**src/rtl/btn_conditioner_if.sv**
```systemverilog
// Push-button and slide-switch bundle between the board pins and the conditioner.
// The master side drives the raw levels; the slave side returns the conditioned signals.
interface btn_conditioner_if #(
   parameter int OLD_SIZE = 16
);
   logic                btnc_raw;
   logic                btnac_raw;
   logic                btnl_raw;
   logic                btnr_raw;
   logic                btnd_raw;
   logic [OLD_SIZE-1:0] sw_raw;

   logic                btnc;
   logic                btnac;
   logic                btnl;
   logic                btnr;
   logic                btnd;
   logic [OLD_SIZE-1:0] sw;

   modport master (
      output btnc_raw, btnac_raw, btnl_raw, btnr_raw, btnd_raw, sw_raw,
      input  btnc, btnac, btnl, btnr, btnd, sw
   );

   modport slave (
      input  btnc_raw, btnac_raw, btnl_raw, btnr_raw, btnd_raw, sw_raw,
      output btnc, btnac, btnl, btnr, btnd, sw
   );
endinterface

```
**src/rtl/btn_conditioner.sv**
```systemverilog
// Synchronises bouncy buttons and switches, debounces each button independently,
// and turns the two action buttons (centre, all-clear) into single-cycle press pulses.
module btn_conditioner #(
   parameter int OLD_SIZE        = 16,
   parameter int DEBOUNCE_CYCLES = 4
) (
   input  logic              clk,
   input  logic              rst_n,
   btn_conditioner_if.slave  bus
);
   localparam int              NB       = 5;
   localparam int              CW       = $clog2(DEBOUNCE_CYCLES) + 1;
   localparam logic [CW-1:0]   CNT_LAST = CW'(DEBOUNCE_CYCLES - 1);

   // Button order: 0 centre, 1 all-clear, 2 left, 3 right, 4 down.
   logic [NB-1:0]       btn_raw;
   logic [NB-1:0]       btn_s1_reg;
   logic [NB-1:0]       btn_s2_reg;
   logic [OLD_SIZE-1:0] sw_s1_reg;
   logic [OLD_SIZE-1:0] sw_s2_reg;
   logic [NB-1:0]       stable;
   logic [NB-1:0]       stable_d;

   assign btn_raw = {bus.btnd_raw, bus.btnr_raw, bus.btnl_raw, bus.btnac_raw, bus.btnc_raw};

   always_ff @(posedge clk) begin
      if (!rst_n) begin
         btn_s1_reg <= '0;
         btn_s2_reg <= '0;
         sw_s1_reg  <= '0;
         sw_s2_reg  <= '0;
      end else begin
         btn_s1_reg <= btn_raw;
         btn_s2_reg <= btn_s1_reg;
         sw_s1_reg  <= bus.sw_raw;
         sw_s2_reg  <= sw_s1_reg;
      end
   end

   for (genvar gi = 0; gi < NB; gi++) begin : g_deb
      logic [CW-1:0] cnt_reg;
      logic [CW-1:0] cnt_next;
      logic          stable_reg;
      logic          stable_next;
      logic          stable_d_reg;

      // Any return to the stable value mid-count restarts the count from zero.
      always_comb begin
         cnt_next    = '0;
         stable_next = stable_reg;
         if (btn_s2_reg[gi] != stable_reg) begin
            if (cnt_reg == CNT_LAST) begin
               stable_next = btn_s2_reg[gi];
            end else begin
               cnt_next = cnt_reg + 1'b1;
            end
         end
      end

      always_ff @(posedge clk) begin
         if (!rst_n) begin
            cnt_reg      <= '0;
            stable_reg   <= 1'b0;
            stable_d_reg <= 1'b0;
         end else begin
            cnt_reg      <= cnt_next;
            stable_reg   <= stable_next;
            stable_d_reg <= stable_reg;
         end
      end

      assign stable[gi]   = stable_reg;
      assign stable_d[gi] = stable_d_reg;
   end

   assign bus.btnc  = stable[0] & ~stable_d[0];
   assign bus.btnac = stable[1] & ~stable_d[1];
   assign bus.btnl  = stable[2];
   assign bus.btnr  = stable[3];
   assign bus.btnd  = stable[4];
   assign bus.sw    = sw_s2_reg;
endmodule

```
**src/flat_wrapper.sv**
```systemverilog
// flat-port wrapper written by rule: the top's interface ports become plain ports
module btn_conditioner_flat 
#(
   parameter int OLD_SIZE        = 16,
   parameter int DEBOUNCE_CYCLES = 4
)
  (clk, rst_n, bus_btnc_raw, bus_btnac_raw, bus_btnl_raw, bus_btnr_raw, bus_btnd_raw, bus_sw_raw, bus_btnc, bus_btnac, bus_btnl, bus_btnr, bus_btnd, bus_sw);
  btn_conditioner_if #(.OLD_SIZE(OLD_SIZE)) bus_i ();
  input  logic clk;
  input  logic rst_n;
  input wire logic [$bits(bus_i.btnc_raw)-1:0] bus_btnc_raw;
  input wire logic [$bits(bus_i.btnac_raw)-1:0] bus_btnac_raw;
  input wire logic [$bits(bus_i.btnl_raw)-1:0] bus_btnl_raw;
  input wire logic [$bits(bus_i.btnr_raw)-1:0] bus_btnr_raw;
  input wire logic [$bits(bus_i.btnd_raw)-1:0] bus_btnd_raw;
  input wire logic [$bits(bus_i.sw_raw)-1:0] bus_sw_raw;
  output wire logic [$bits(bus_i.btnc)-1:0] bus_btnc;
  output wire logic [$bits(bus_i.btnac)-1:0] bus_btnac;
  output wire logic [$bits(bus_i.btnl)-1:0] bus_btnl;
  output wire logic [$bits(bus_i.btnr)-1:0] bus_btnr;
  output wire logic [$bits(bus_i.btnd)-1:0] bus_btnd;
  output wire logic [$bits(bus_i.sw)-1:0] bus_sw;
  assign bus_i.btnc_raw = bus_btnc_raw;
  assign bus_i.btnac_raw = bus_btnac_raw;
  assign bus_i.btnl_raw = bus_btnl_raw;
  assign bus_i.btnr_raw = bus_btnr_raw;
  assign bus_i.btnd_raw = bus_btnd_raw;
  assign bus_i.sw_raw = bus_sw_raw;
  assign bus_btnc = bus_i.btnc;
  assign bus_btnac = bus_i.btnac;
  assign bus_btnl = bus_i.btnl;
  assign bus_btnr = bus_i.btnr;
  assign bus_btnd = bus_i.btnd;
  assign bus_sw = bus_i.sw;
  btn_conditioner #(.OLD_SIZE(OLD_SIZE), .DEBOUNCE_CYCLES(DEBOUNCE_CYCLES)) u_core (.clk(clk), .rst_n(rst_n), .bus(bus_i));
endmodule
```
**config.mk**
```make
export PLATFORM = sky130hd
export DESIGN_NAME = btn_conditioner_flat
export DESIGN_NICKNAME = d
export VERILOG_FILES = /design/src/rtl/btn_conditioner_if.sv /design/src/rtl/btn_conditioner.sv /design/src/flat_wrapper.sv
export SDC_FILE = /design/constraint.sdc
export NUM_CORES = 1
export LEC_CHECK = 0
export ABC_AREA = 1
export CAP_MARGIN = 20
export CORE_MARGIN = 2
export CORE_UTILIZATION = 45
export DETAILED_ROUTE_END_ITERATION = 8
export MAX_ROUTING_LAYER = met4
export PLACE_DENSITY = 0.75
export REMOVE_ABC_BUFFERS = 1
export SLEW_MARGIN = 5
export SYNTH_ARGS = -nofsm -noshare
export SYNTH_HDL_FRONTEND = slang
export SYNTH_SLANG_ARGS = --single-unit
```
**constraint.sdc**
```tcl
create_clock -name clk -period 2.5 [get_ports clk]
set_clock_uncertainty 0.1 [all_clocks]
set_input_delay 0.25 -clock clk [delete_from_list [all_inputs] [get_ports clk]]
set_output_delay 0.25 -clock clk [all_outputs]
set_load 0.005 [all_outputs]
```
==> results.json <==
{
  "outcome": "completed",
  "drt_iter0_drc": 29,
  "cts_root_buffer": "clkbuf_8",
  "synth_top_cell_by_area": "dfxtp_1",
  "dpl.hpwl_um": 2020,
  "n_antenna_cell": 0,
  "max_freq_mhz": 580,
  "postLayoutCoreUtil_pct": 62.5,
  "crit_slowest_cell": "clkdlybuf4s50_1",
  "clkPwrFrac_pct": 45.8,
  "place_ws_ns": 1.08,
  "combPwrFrac_pct": 4.7,
  "holdPathStages": 3,
  "setup_viol": 0,
  "cts_tree": "built",
  "ys_seq_elements": 64,
  "rsz0062_at_grt": "no",
  "cp.depth": 3,
  "buffer_ports.inserted": 43,
  "overflow": 0,
  "coreArea_sq_um": 4380,
  "intPower_mw": 1.73,
  "synth.avg_cell_area_sq_um": 8.71,
  "swShare_pct": 19.6,
  "ctsLongestPathBuffers": 2,
  "path_buf_inv": 2,
  "setup_slack_ns": 0.776,
  "num_rows": 24,
  "critPathMaxStageDelay_ns": 0.51,
  "drcViolationCount": 0,
  "worst_setup_path_end_kind": "primary output",
  "nets": 318,
  "dr.pass1.iters": 4,
  "post_cts_resized": 0,
  "drtAntennaViolNets": 0,
  "wl_um": 2980,
  "syn_area_sq_um": 2060,
  "fin_cells": 342,
  "worstPathCellList": "inv_1 -> nor2_1 -> clkdlybuf4s50_1",
  "cts.sinks": 64,
  "mostFrequentLayoutCells": "inv_1 (64), dfxtp_1 (64), nand2_1 (54)",
  "ios": 44,
  "final.setup.tns_ns": 0,
  "yosysTopAreaCellShare_pct": 62.3,
  "cts_buffers": 9,
  "drive_above_1_share_pct": 6.55,
  "design.die.area_sq_um": 5130,
  "crit_fanout": 4,
  "start_util_pct": 46.9,
  "ir_worst_vdd_v": 0.000558,
  "post_cts_buffers": 0,
  "reg2reg_depth": 5,
  "start_kind": "flip-flop",
  "grt_usage_pct": 14.2,
  "p_leak_nw": 1.46,
  "clk_pin_slew_worst_paths_ns": 0.07,
  "crit_type": "reg -> out",
  "dp_cells": 326,
  "min_period_over_period_pct": 69.0,
  "slew_viol_final": 0,
  "tightest_slew_ns": 0.533,
  "crit_arrival_ns": 1.37,
  "cp_top_family": "buffers and inverters",
  "crit_required_ns": 2.15,
  "maxCapViolations": 0,
  "ys_seq_area_share_pct": 62.3,
  "htreeDepth": 3,
  "synth.top_cells.by_area": "dfxtp_1 (62%), inv_1 (12%), nand2_1 (9.9%)",
  "clk_latency_ns": 0.33,
  "avgRoutedWirePerCell_um": 8.71,
  "worst_hold_path_type": "in -> reg",
  "die-width_um": 71.6,
  "finalHoldViolCount": 0,
  "grt_pass1_wl_um": 5180,
  "final.min_clock_period_ns": 1.72,
  "fp.dieH_um": 71.6,
  "seqPwrFrac_pct": 49.5,
  "vias": 1422,
  "gp_congestion": 0.662,
  "synth_cell_types": 12,
  "p_switching_mw": 0.421,
  "vias_per_cell": 4.16,
  "cts_hold_buf": 0,
  "grt_pass1_vias": 1266,
  "antenna_found_initial": 0,
  "netlist_instances": 236,
  "yosys_warnings": 0,
  "max_slew_margin_pct": 64.5,
  "power.density_nw_per_um2": 785,
  "grt_max_degree": 35,
  "area_growth_syn_to_layout_pct": 33.2
}
final cells by class:
| cell class | instances | area, sq um |
|---|---|---|
| well taps | 52 | 65.1 |
| flip-flops and latches | 64 | 1280 |
| fillers | 375 | 1650 |
| inverters | 65 | 244 |
| multi-input cells | 101 | 485 |
| clock inverters | 5 | 78.8 |
| clock buffers | 11 | 151 |
| repair buffers | 44 | 433 |
path summary, 6_finish.rpt:
check | slack (ns) | endpoint | from
setup / recovery | 0.78 | bus_btnc | u_core.g_deb[0].stable_reg
hold / removal | 0.29 | u_core.btn_s1_reg[2] | rst_n
setup reg to reg | 1.29 | u_core.g_deb[0].cnt_reg[0] | u_core.g_deb[0].cnt_reg[0]
hold reg to reg | 0.31 | u_core.bus.sw[0] | u_core.sw_s1_reg[0]
metal layers:
metal / wire [um] / track usage [%] / vias up
li1: - / - / 765
met1: 1240 / 14.6 / 611
met2: 1380 / 21.0 / 39
met3: 276 / 8.02 / 7
met4: 82 / 8.81 / 0
met5: 0 / - / -
cells by family after synthesis:
family	share of synthesized area [%]
AND/OR/NAND/NOR	15.1
adder cells (fa/ha/maj)	6.09
AO/OA/AOI/OAI	2.43
buffers and inverters	14.1
flip-flops	62.3
Yosys cell counts:
master and count:
nand2_1 54, dfxtp_1 64, nand3_1 5, buf_6 2, ha_1 10, nor2_1 22
buf_2 3, o21ai_0 5, buf_4 1, a21oi_1 5, inv_2 1, inv_1 64
tightest hold or removal path, cell delays in order:
cell and delay [ns]:
buf_2 0.28, nand2_1 0.12, inv_1 0.03
power by group through the flow:
| stage | Clock, mW | Combinational (mW) | Sequential, mW |
|---|---|---|---|
| 2_1_floorplan | 0 | 0.0306 | 1.09 |
| 4_1_cts | 1.01 | 0.103 | 1.06 |
| 3_3_place_gp | 0 | 0.101 | 1.09 |
| 6_report | 0.984 | 0.101 | 1.06 |
| 5_1_grt | 1.06 | 0.117 | 1.07 |
| 3_5_place_dp | 0 | 0.103 | 1.09 |
per-stage QoR:
| stage | cell area, sq um | hold slack (ns) | power [mW] |
|---|---|---|---|
| finish | 2740 | 0.286 | 2.15 |
| floorplan | 2010 | 0.243 | 1.12 |
| global placement | 2510 | 0.292 | 1.19 |
| global route | 2740 | 0.326 | 2.24 |
| CTS | 2740 | 0.281 | 2.18 |
| detailed placement | 2510 | 0.297 | 1.19 |
Power figures use the tool's default switching activity.
